## config.mk

```make
export PLATFORM = sky130hd
export DESIGN_NAME = regfile_debug_sequencer_flat
export DESIGN_NICKNAME = d
export VERILOG_FILES = /design/src/rtl/regfile_debug_sequencer_if.sv /design/src/rtl/regfile_debug_sequencer.sv /design/src/flat_wrapper.sv
export SDC_FILE = /design/constraint.sdc
export NUM_CORES = 1
export LEC_CHECK = 0
export CAP_MARGIN = 20
export CORE_AREA = 5 5 108 110
export CTS_CLUSTER_SIZE = 14
export DETAILED_ROUTE_END_ITERATION = 10
export DIE_AREA = 0 0 113 115
export PLACE_DENSITY_LB_ADDON = 0.25
export SYNTH_ARGS = -nofsm -noshare
export SYNTH_HDL_FRONTEND = slang
export SYNTH_SLANG_ARGS = --single-unit
```

## constraint.sdc

```tcl
create_clock -name clk -period 2.43 [get_ports clk]
set_clock_uncertainty 0.15 [all_clocks]
set_input_delay 0.486 -clock clk [delete_from_list [all_inputs] [get_ports clk]]
set_output_delay 0.486 -clock clk [all_outputs]
set_load 0.05 [all_outputs]
```

## src/rtl/regfile_debug_sequencer_if.sv

```systemverilog
// Host command/response channel between a debug host and regfile_debug_sequencer.
// The host drives commands and accepts responses; the sequencer does the reverse.
interface regfile_debug_sequencer_if;
    logic        cmd_valid;
    logic        cmd_ready;
    logic [1:0]  cmd_op;
    logic [2:0]  cmd_addr;
    logic [15:0] cmd_data;
    logic        rsp_valid;
    logic        rsp_ready;
    logic [2:0]  rsp_addr;
    logic [15:0] rsp_data;
    logic        rsp_err;

    modport master (
        output cmd_valid, cmd_op, cmd_addr, cmd_data, rsp_ready,
        input  cmd_ready, rsp_valid, rsp_addr, rsp_data, rsp_err
    );

    modport slave (
        input  cmd_valid, cmd_op, cmd_addr, cmd_data, rsp_ready,
        output cmd_ready, rsp_valid, rsp_addr, rsp_data, rsp_err
    );
endinterface

```

## src/rtl/regfile_debug_sequencer.sv

```systemverilog
// Debug-host initiator for the LC-3 8x16 register file: read, write, dump and clear-all
// through the write port and read port 0, after obtaining ownership from the core arbiter.
module regfile_debug_sequencer #(
    parameter int unsigned TIMEOUT = 255
) (
    input  logic                            clk,
    input  logic                            reset,
    regfile_debug_sequencer_if.slave        host,
    output logic                            dbg_req,
    input  logic                            core_idle,
    output logic [15:0]                     rf_bus,
    output logic                            rf_we,
    output logic [2:0]                      rf_dr,
    output logic [2:0]                      rf_sr0,
    input  logic [15:0]                     rf_out0
);

    localparam int unsigned CntW = (TIMEOUT < 2) ? 1 : $clog2(TIMEOUT + 1);
    localparam logic [CntW-1:0] CntMax = CntW'(TIMEOUT);

    localparam logic [1:0] OpRead  = 2'b00;
    localparam logic [1:0] OpWrite = 2'b01;
    localparam logic [1:0] OpDump  = 2'b10;
    localparam logic [1:0] OpClear = 2'b11;

    typedef enum logic [2:0] {StIdle, StGrant, StWr, StRd, StClr, StRsp} state_e;

    state_e          state_q, state_d;
    logic [1:0]      op_q, op_d;
    logic [15:0]     data_q, data_d;
    logic [2:0]      idx_q, idx_d;
    logic [CntW-1:0] cnt_q, cnt_d;
    logic [2:0]      rsp_addr_q, rsp_addr_d;
    logic [15:0]     rsp_data_q, rsp_data_d;
    logic            rsp_err_q, rsp_err_d;

    always_ff @(posedge clk) begin
        if (!reset) begin
            state_q    <= StIdle;
            op_q       <= OpRead;
            data_q     <= '0;
            idx_q      <= '0;
            cnt_q      <= '0;
            rsp_addr_q <= '0;
            rsp_data_q <= '0;
            rsp_err_q  <= 1'b0;
        end else begin
            state_q    <= state_d;
            op_q       <= op_d;
            data_q     <= data_d;
            idx_q      <= idx_d;
            cnt_q      <= cnt_d;
            rsp_addr_q <= rsp_addr_d;
            rsp_data_q <= rsp_data_d;
            rsp_err_q  <= rsp_err_d;
        end
    end

    always_comb begin
        state_d        = state_q;
        op_d           = op_q;
        data_d         = data_q;
        idx_d          = idx_q;
        cnt_d          = cnt_q;
        rsp_addr_d     = rsp_addr_q;
        rsp_data_d     = rsp_data_q;
        rsp_err_d      = rsp_err_q;
        host.cmd_ready = 1'b0;
        host.rsp_valid = 1'b0;
        dbg_req        = 1'b1;
        rf_we          = 1'b0;
        rf_dr          = '0;
        rf_bus         = '0;
        rf_sr0         = '0;

        unique case (state_q)
            StIdle: begin
                dbg_req        = 1'b0;
                host.cmd_ready = 1'b1;
                if (host.cmd_valid) begin
                    op_d    = host.cmd_op;
                    data_d  = host.cmd_data;
                    // Dump and clear always walk from register 0.
                    idx_d   = host.cmd_op[1] ? 3'd0 : host.cmd_addr;
                    cnt_d   = '0;
                    state_d = StGrant;
                end
            end
            StGrant: begin
                cnt_d = cnt_q + 1'b1;
                if (core_idle) begin
                    unique case (op_q)
                        OpWrite: state_d = StWr;
                        OpClear: state_d = StClr;
                        default: state_d = StRd;
                    endcase
                end else if (cnt_q == CntMax) begin
                    rsp_err_d  = 1'b1;
                    rsp_addr_d = idx_q;
                    rsp_data_d = '0;
                    state_d    = StRsp;
                end
            end
            StWr: begin
                rf_we      = 1'b1;
                rf_dr      = idx_q;
                rf_bus     = data_q;
                rsp_addr_d = idx_q;
                rsp_data_d = data_q;
                rsp_err_d  = 1'b0;
                state_d    = StRsp;
            end
            StRd: begin
                rf_sr0     = idx_q;
                rsp_addr_d = idx_q;
                rsp_data_d = rf_out0;
                rsp_err_d  = 1'b0;
                state_d    = StRsp;
            end
            StClr: begin
                rf_we = 1'b1;
                rf_dr = idx_q;
                idx_d = idx_q + 3'd1;
                if (idx_q == 3'd7) begin
                    rsp_addr_d = 3'd7;
                    rsp_data_d = '0;
                    rsp_err_d  = 1'b0;
                    state_d    = StRsp;
                end
            end
            StRsp: begin
                host.rsp_valid = 1'b1;
                if (host.rsp_ready) begin
                    if (op_q == OpDump && !rsp_err_q && idx_q != 3'd7) begin
                        idx_d   = idx_q + 3'd1;
                        state_d = StRd;
                    end else begin
                        state_d = StIdle;
                    end
                end
            end
            default: state_d = StIdle;
        endcase
    end

    assign host.rsp_addr = rsp_addr_q;
    assign host.rsp_data = rsp_data_q;
    assign host.rsp_err  = rsp_err_q;

endmodule

```

## src/flat_wrapper.sv

```systemverilog
// flat-port wrapper written by rule: the top's interface ports become plain ports
module regfile_debug_sequencer_flat 
#(
    parameter int unsigned TIMEOUT = 255
)
  (clk, reset, dbg_req, core_idle, rf_bus, rf_we, rf_dr, rf_sr0, rf_out0, host_cmd_valid, host_cmd_op, host_cmd_addr, host_cmd_data, host_rsp_ready, host_cmd_ready, host_rsp_valid, host_rsp_addr, host_rsp_data, host_rsp_err);
  regfile_debug_sequencer_if host_i ();
  input  logic clk;
  input  logic reset;
  output logic dbg_req;
  input  logic core_idle;
  output logic [15:0] rf_bus;
  output logic rf_we;
  output logic [2:0] rf_dr;
  output logic [2:0] rf_sr0;
  input  logic [15:0] rf_out0;
  input wire logic [$bits(host_i.cmd_valid)-1:0] host_cmd_valid;
  input wire logic [$bits(host_i.cmd_op)-1:0] host_cmd_op;
  input wire logic [$bits(host_i.cmd_addr)-1:0] host_cmd_addr;
  input wire logic [$bits(host_i.cmd_data)-1:0] host_cmd_data;
  input wire logic [$bits(host_i.rsp_ready)-1:0] host_rsp_ready;
  output wire logic [$bits(host_i.cmd_ready)-1:0] host_cmd_ready;
  output wire logic [$bits(host_i.rsp_valid)-1:0] host_rsp_valid;
  output wire logic [$bits(host_i.rsp_addr)-1:0] host_rsp_addr;
  output wire logic [$bits(host_i.rsp_data)-1:0] host_rsp_data;
  output wire logic [$bits(host_i.rsp_err)-1:0] host_rsp_err;
  assign host_i.cmd_valid = host_cmd_valid;
  assign host_i.cmd_op = host_cmd_op;
  assign host_i.cmd_addr = host_cmd_addr;
  assign host_i.cmd_data = host_cmd_data;
  assign host_i.rsp_ready = host_rsp_ready;
  assign host_cmd_ready = host_i.cmd_ready;
  assign host_rsp_valid = host_i.rsp_valid;
  assign host_rsp_addr = host_i.rsp_addr;
  assign host_rsp_data = host_i.rsp_data;
  assign host_rsp_err = host_i.rsp_err;
  regfile_debug_sequencer #(.TIMEOUT(TIMEOUT)) u_core (.clk(clk), .reset(reset), .host(host_i), .dbg_req(dbg_req), .core_idle(core_idle), .rf_bus(rf_bus), .rf_we(rf_we), .rf_dr(rf_dr), .rf_sr0(rf_sr0), .rf_out0(rf_out0));
endmodule
```

==> impl_metrics.toml, run 1 <==
[yosys]
synthTopCellsByCount = "52 x dfxtp_1, 44 x nand2_1, 28 x a21oi_1"
synth_area_um2 = 2460
synth_compound_area_frac = 0.265
ys_types = 51
synth-edff-count = 0
synth_top_family_by_area = "compound AO/OA/AOI/OAI gates"
yosys_warnings = 0
syn_nets = 328
synthFlopType = "dfxtp_1"
synth-xor-area-share = 0
syn_inst = 283
synthAdderAreaFrac = 0.0152
avgSynthCellArea_um2 = 8.71
synth_top_area_cell = "dfxtp_1"
muxShareOfSynthArea = 0.0162
ys_seq_elements = 52
yosys.area_share.simple = 0.233
ys_top_cells_by_area = "dfxtp_1 42%, nand2_1 6.7%, and2_1 6.1%, a21oi_1 5.7%, o2bb2ai_1 5.7%"
synth.most_common_cell = "dfxtp_1"
synth-seq-area-share = 0.422
netlist.area_leader.share = 0.422
synthArstFlopShare = 0

[detailed_routing]
viasPerCell = 4.70
dr.pass1.iters = 4
vias = 2400
drt_wl_total_um = 7800
routedWlPerCell_um = 15.3
ant_nets = 0
drc = 0
drt_iter0_drc = 101

[grt]
grt_overflow_total = 0
antenna_found_initial = 0
grt_pass1_vias = 2432
grt_max_degree = 47
grt_use_total = 0.118
grt_pass1_wl_um = 12400

[timing]
hold_ws_ns = 0.323
worst_pin_slew_ns = 0.828
period_minus_slack_ns = 2.30
setup_violations = 0
slew_violations = 0
hold_violations = 0
rsz0062_at_grt = "false"
timing.slew.headroom = 0.448
period_share = 0.947
setup_tns_ns = 0
fmax_mhz = 435

[floorplan]
die_area_um2 = 13000
start_util = 0.232
io_pins = 88
core_area_um2 = 10600
die_w_um = 113
die_h_um = 115
rows = 38

[setup_path]
path_buf_inv = 3
worstPathMaxFanout = 19
cpMaxStageDelayCell = "or2_2"
crit_path_end_kind = "primary output"
cp_top_family = "simple AND/OR/NAND/NOR gates"
start_kind = "flip-flop"
cp_data_arrival_time_ns = 1.66
slowest_delay_ns = 0.35
path_class = "flip-flop to primary output"
cp_cell_sequence = "buf_4 -> nand2b_2 -> or2_2 -> inv_1 -> buf_12"
worstPathRequired_ns = 1.79

[clocking]
cts_tree = "yes"
post_cts_buffers = 0
cts_buffer_depth = 2
ctsResizeCount = 3
h-tree-depth = 2
insertion_delay_ns = 0.31
numCtsBuffers = 5
cts_sinks = 52
cts-root-buf = "clkbuf_8"
cts_hold_buffers = 0
clk_pin_slew_ns = 0.10

[power]
p_leak_uw = 0.00139
ir_drop_v = 0.000376
powerDensity_nw_per_um2 = 691

[place]
port_buffers = 87
place_hpwl_um = 5710
gp_congestion = 0.760

[cells_and_area]
drive_gt1_frac = 0.170
num_antenna_cells = 0
syn2layout_area_growth_pct = 57.8
fin_nets = 415

[flow_run]
maxCapViolCount = 0

[worst_hold_path]
hold_class = "flip-flop to flip-flop"

[status]
outcome = "finished clean"
-- worst reg2reg max path, cell delays in order, from the launching register on --
cell      delay (ns)
dfxtp_1         0.38
ha_1            0.23
ha_1            0.22
or4b_4          0.51
o32ai_1         0.14
buf_4           0.19
nor2_1          0.04
a211oi_1        0.20
-- layout make-up --
class | instances | area [µm²]
clock inverters | 3 | 18.8
flip-flops and latches | 52 | 1050
repair buffers | 101 | 1240
inverters | 5 | 18.8
clock buffers | 5 | 68.8
well taps | 140 | 175
multi-input cells | 205 | 1320
fillers | 1096 | 6710
-- kinds of logic after synthesis --
| group | count (synthesis) |
|---|---|
| flops | 52 |
| compound gates | 91 |
| simple gates | 107 |
| fa+ha+maj | 3 |
| buf+inv | 26 |
| mux | 4 |
-- layout by cell type (no fill, tap or decap), types with 3 or more instances in the layout --
master,count
a211oi_1,3
nand3_1,4
clkbuf_8,5
a22oi_1,16
clkdlybuf4s50_1,61
o21ai_0,3
nor2_1,10
mux2i_1,4
ha_1,3
buf_12,26
inv_1,5
buf_4,13
nor2b_1,3
nand2_1,44
dfxtp_1,50
o211ai_1,4
a21oi_1,27
o221a_2,3
nand3b_1,3
and2_1,24
o2bb2ai_1,16
-- registers in the layout (all words and copies together), names as in the netlist --
signal                flops
u_core.host.rsp_err       1
u_core.cnt_q              8
u_core.data_q            16
u_core.host.rsp_addr      3
u_core.state_q            3
u_core.idx_q              3
u_core.host.rsp_data     16
u_core.op_q               2
-- routing by layer --
metal,wire length [µm],track usage,part of all wire
met2,3830,0.208,0.49
met1,3440,0.142,0.44
met5,0,0,0
met3,478,0.0342,0.061
met4,57,0.0264,0.0073
-- stage by stage --
stage | cells | utilization | setup WS [ns] | total power (µW) | instance area, µm²
floorplan | 283 | - | 0.0453 | 1750 | 2470
global placement | 503 | 0.357 | 0.206 | 2190 | 3780
detailed placement | 503 | 0.357 | 0.193 | 2200 | 3780
CTS | 511 | 0.366 | 0.000856 | 2720 | 3880
global route | 511 | 0.367 | 0.0158 | 2840 | 3890
finish | 511 | 0.367 | 0.129 | 2690 | 3890
-- path summary, 6_finish.rpt --
check	slack, ns	to	depth (start not counted)	startpoint
max	0.13	host_rsp_valid	5	u_core.state_q[2]$_SDFFE_PN0P_
min	0.32	u_core.data_q[0]$_SDFFE_PN0P_	2	u_core.data_q[0]$_SDFFE_PN0P_
max reg2reg	0.30	u_core.idx_q[2]$_SDFFE_PN0P_	7	u_core.idx_q[0]$_SDFFE_PN0P_
min reg2reg	0.32	u_core.data_q[0]$_SDFFE_PN0P_	2	u_core.data_q[0]$_SDFFE_PN0P_
-- power breakdown --
group / switching [µW] / leakage, µW / internal [µW]
clock network: 304 / 0.0000479 / 202
logic: 649 / 0.000913 / 477
registers: 95.6 / 0.000424 / 958
Power figures use the tool's default switching activity.
==> run 2: changes to the inputs <==
- CTS_BUF_LIST: default -> sky130_fd_sc_hd__clkbuf_16
==> run 2 against run 1 <==
Compared with the run above:
- die area is the same
- flip-flop and latch count unchanged
- critical path depth unchanged
- sequential power hardly changed
- non-clock buffer count unchanged
- clock power up 38%
- count of clock-buffer cells in the layout unchanged
- worst hold slack lost 0.0076 ns
- via count is 0.13% lower
==> impl_metrics.toml, run 2 (synthesis results as in run 1) <==
[status]
outcome = "finished clean"

[detailed_routing]
drc = 0
wl_met3_um = 439
routedWlPerCell_um = 15.2
vias = 2397
top_layer_used = "met4"
viasPerCell = 4.69
wl_met2_um = 3870
drt_wl_total_um = 7770
dr.pass1.iters = 4
ant_nets = 0
drt_iter0_drc = 107
drt-met1-wl_um = 3430

[cells_and_area]
fin_area_um2 = 3940
num_antenna_cells = 0
syn2layout_area_growth_pct = 60.0
n_fill_cell = 1090
final_cell_mix = "61 x clkdlybuf4s50_1, 51 x dfxtp_1, 44 x nand2_1"
multi_input_area_um2 = 1320
final_common_cell = "clkdlybuf4s50_1"
drive_gt1_frac = 0.170
fin_nets = 415
regArea_um2 = 1040

[timing]
worst_pin_slew_ns = 0.845
setup_tns_ns = 0
period_minus_slack_ns = 2.34
fmax_mhz = 428
hold_violations = 0
slew_violations = 0
period_share = 0.962
setup_violations = 0
timing.slew.headroom = 0.437
rsz0062_at_grt = "false"
hold_ws_ns = 0.315
fin_ws_ns = 0.0914

[grt]
grt_use_total = 0.118
antenna_found_initial = 0
grt_overflow_total = 0
grt_pass1_wl_um = 12400
grt_max_degree = 47
grt_pass1_vias = 2434

[power]
p_seq_frac = 0.366
p_comb_frac = 0.392
p_total_uw = 2880
powerDensity_nw_per_um2 = 730
power_switching_uw = 1060
p_leak_uw = 0.00141
p_sw_frac = 0.369
pwr-share-clk = 0.242
internal-power_uw = 1820
ir_drop_v = 0.000377

[clocking]
h-tree-depth = 2
clk_pin_slew_ns = 0.07
cts-root-buf = "clkbuf_16"
insertion_delay_ns = 0.28
cts_sinks = 52
cts_tree = "yes"
numCtsBuffers = 5
post_cts_buffers = 0
cts_buffer_depth = 2

[setup_path]
cp_data_arrival_time_ns = 1.70
path_class = "flip-flop to primary output"
crit_start = "u_core.state_q[0]$_SDFFE_PN0P_"
start_kind = "flip-flop"
crit_path_end_kind = "primary output"
slowest_delay_ns = 0.50
worstPathMaxFanout = 11
cp_cell_sequence = "buf_4 -> inv_1 -> or2_2 -> inv_1 -> buf_12"
r2r-end = "u_core.idx_q[2]$_SDFFE_PN0P_"
r2r_start = "u_core.idx_q[0]$_SDFFE_PN0P_"
worst_path_most_repeated_cell = "inv_1"
crit_end = "host_rsp_valid"
reg2reg_depth = 7
cpMaxStageDelayCell = "dfxtp_1"
worstPathRequired_ns = 1.79
reg2reg_slack_ns = 0.29

[floorplan]
die_h_um = 115
start_util = 0.232
die_w_um = 113
core_area_um2 = 10600
die_area_um2 = 13000
rows = 38
io_pins = 88

[place]
dp_worst_setup_slack_ns = 0.193
placed_area_um2 = 3780
place_hpwl_um = 5710
gp_congestion = 0.760
port_buffers = 87

[flow_run]
maxCapViolCount = 0

[worst_hold_path]
min-delay-start = "u_core.host.rsp_data[7]$_SDFFE_PN0P_"
hold_class = "flip-flop to flip-flop"
[run 2: worst max-delay path, delay by kind of cell (launching register included)]
family        cells  cell delay [ns]
simple gates      1             0.34
flops             1             0.50
buf+inv           4             0.58
[run 2: cell type report]
class	instances	area share
well taps	140	0.0444
clock inverters	3	0.00476
inverters	5	0.00476
clock buffers	5	0.0317
repair buffers	101	0.314
multi-input cells	205	0.336
flip-flops and latches	52	0.264
[run 2: repair_timing]
| item | 4_1_cts | 5_1_grt |
|---|---|---|
| hold buffers | 0 | 0 |
| gates resized for setup | 1 | 4 |
| endpoints found under the setup margin | 16 | 20 |
| pin swaps | 0 | 0 |
[run 2: power groups by stage]
stage          clock network, µW  logic [µW]  registers [µW]
4_1_cts                      721        1130            1050
3_3_place_gp                   0        1120            1070
5_1_grt                      752        1210            1070
3_5_place_dp                   0        1120            1070
6_report                     697        1130            1050
2_1_floorplan                  0         612            1140
[run 2: metal layers]
layer / global-route usage / up-vias
met5: 0 / -
met1: 0.142 / 1136
met4: 0.0216 / 0
li1: - / 1202
met2: 0.210 / 57
met3: 0.0342 / 2
[run 2: worst min-delay path by stage]
stage                                                  endpoint  slack [ns]  cells past startpoint
after floorplan                    u_core.cnt_q[5]$_SDFFE_PN0P_        0.29                      1
after global placement     u_core.host.rsp_data[0]$_SDFFE_PN0P_        0.30                      1
after detailed placement   u_core.host.rsp_data[7]$_SDFFE_PN0P_        0.30                      1
after CTS                  u_core.host.rsp_data[7]$_SDFFE_PN0P_        0.32                      1
after global routing      u_core.host.rsp_data[11]$_SDFFE_PN0P_        0.33                      1
final                      u_core.host.rsp_data[7]$_SDFFE_PN0P_        0.32                      1
[run 2: metrics by stage]
stage	instances	utilization
6_report	511	0.372
3_3_place_gp	503	0.357
3_5_place_dp	503	0.357
2_1_floorplan	283	-
5_1_grt	511	0.372
4_1_cts	511	0.370
==> run 3: changes to the inputs <==
- GPL_ROUTABILITY_DRIVEN: default -> 0
- clock period: 2.43 -> 2 ns (I/O delays scaled with it)
==> run 3 against run 2 <==
Compared with the run above:
- combinational power rose by 42%
- utilization rose by 2.4 points
- first-iteration DRC count fell by 11%
- via count rose by 3.3%
==> impl_metrics.toml, run 3 (synthesis results as in run 1) <==
[setup_path]
start_kind = "flip-flop"
path_class = "flip-flop to primary output"
worst_path_most_repeated_cell = "buf_12"
cp_top_family = "simple AND/OR/NAND/NOR gates"
worstPathMaxFanout = 16
cp_cell_sequence = "nand2b_4 -> nor2_4 -> buf_12 -> and2_1 -> buf_12"
slowest_delay_ns = 0.36
cp_data_arrival_time_ns = 1.43
path_buf_inv = 2
crit_path_end_kind = "primary output"
worstPathRequired_ns = 1.45
cpMaxStageDelayCell = "dfxtp_4"

[grt]
grt_use_total = 0.127
grt_max_degree = 26
grt_overflow_total = 0
grt_pass1_vias = 2583
grt_pass1_wl_um = 13500
antenna_found_initial = 0

[clocking]
h-tree-depth = 2
cts_buffer_depth = 2
clk_pin_slew_ns = 0.07
cts_tree = "yes"
cts-root-buf = "clkbuf_16"
cts_hold_buffers = 0
cts_sinks = 52
numCtsBuffers = 5
insertion_delay_ns = 0.28

[cells_and_area]
drive_gt1_frac = 0.326
final_cell_mix = "48 x buf_4, 47 x dfxtp_1, 44 x nand2_1"
fin_nets = 434
syn2layout_area_growth_pct = 70.2
num_antenna_cells = 0
fin_area_um2 = 4190
final_common_cell = "buf_4"
fin_cells = 530

[timing]
worst_pin_slew_ns = 0.391
period_share = 0.988
rsz0062_at_grt = "true"
timing.slew.headroom = 0.738
fmax_mhz = 506
setup_violations = 0
slew_violations = 0
hold_violations = 0
period_minus_slack_ns = 1.98

[worst_hold_path]
hold_class = "flip-flop to flip-flop"

[power]
ir_drop_v = 0.000607
pwr-share-clk = 0.231
p_seq_frac = 0.341
p_total_uw = 3760
power_switching_uw = 1380
p_comb_frac = 0.428
p_leak_uw = 0.00158
internal-power_uw = 2380
powerDensity_nw_per_um2 = 897
p_sw_frac = 0.367

[floorplan]
core_area_um2 = 10600
rows = 38
die_h_um = 115
die_area_um2 = 13000
die_w_um = 113
start_util = 0.232
io_pins = 88

[detailed_routing]
wl_met3_um = 374
viasPerCell = 4.67
ant_nets = 0
drt_iter0_drc = 95
drc = 0
dr.pass1.iters = 4
wl_met2_um = 4070
drt-met1-wl_um = 3760
top_layer_used = "met4"
routedWlPerCell_um = 15.5
vias = 2477
drt_wl_total_um = 8240

[flow_run]
maxCapViolCount = 0

[status]
outcome = "finished clean"

[place]
placed_area_um2 = 3890
port_buffers = 87
dp.cells = 516
place_hpwl_um = 5930
-- run 3: worst reg2reg max path, delay by kind of cell, from the launching register on --
family / cells / cell delay [ns]
fa+ha+maj: 2 / 0.35
compound gates: 3 / 0.49
flops: 1 / 0.32
simple gates: 1 / 0.54
-- run 3: final cells by class --
class	instances	area [µm²]
clock inverters	3	22.5
flip-flops and latches	52	1050
fillers	1043	6410
inverters	5	22.5
multi-input cells	205	1410
clock buffers	5	125
well taps	140	175
repair buffers	120	1390
-- run 3: stage by stage --
stage	setup WS [ns]	TNS (ns)	hold slack, ns	utilization
finish	0.0233	0	0.318	0.396
global route	-0.0369	-0.230	0.339	0.396
CTS	-0.0126	-0.0245	0.322	0.390
detailed placement	0.00864	0	0.303	0.367
global placement	0.0572	0	0.302	0.367
floorplan	-0.145	-0.565	0.291	-
-- run 3: what timing repair did --
| action | CTS | global route |
|---|---|---|
| gates resized for setup | 11 | 14 |
| pin swaps | 4 | 6 |
| cloned | 1 | 0 |
| setup endpoints to repair | 26 | 23 |
| buffers inserted | 3 | 2 |
-- run 3: power by group through the flow --
stage | clock network, µW | registers, µW | logic (µW)
floorplan | 0 | 1390 | 782
global placement | 0 | 1290 | 1510
detailed placement | 0 | 1290 | 1520
CTS | 911 | 1270 | 1600
global route | 946 | 1300 | 1740
finish | 868 | 1280 | 1610
-- run 3: routing by layer --
layer  vias to the layer above  track usage
li1                       1241            -
met4                         0       0.0240
met1                      1165        0.164
met3                         2       0.0295
met5                         -            0
met2                        69        0.220
-- run 3: path summary, 6_finish.rpt --
path	start	end	slack, ns	cells past startpoint
min	u_core.cnt_q[5]$_SDFFE_PN0P_	u_core.cnt_q[5]$_SDFFE_PN0P_	0.32	1
min reg2reg	u_core.cnt_q[5]$_SDFFE_PN0P_	u_core.cnt_q[5]$_SDFFE_PN0P_	0.32	1
max reg2reg	u_core.idx_q[0]$_SDFFE_PN0P_	u_core.state_q[0]$_SDFFE_PN0P_	0.07	6
max	u_core.state_q[2]$_SDFFE_PN0P_	rf_bus[9]	0.02	5
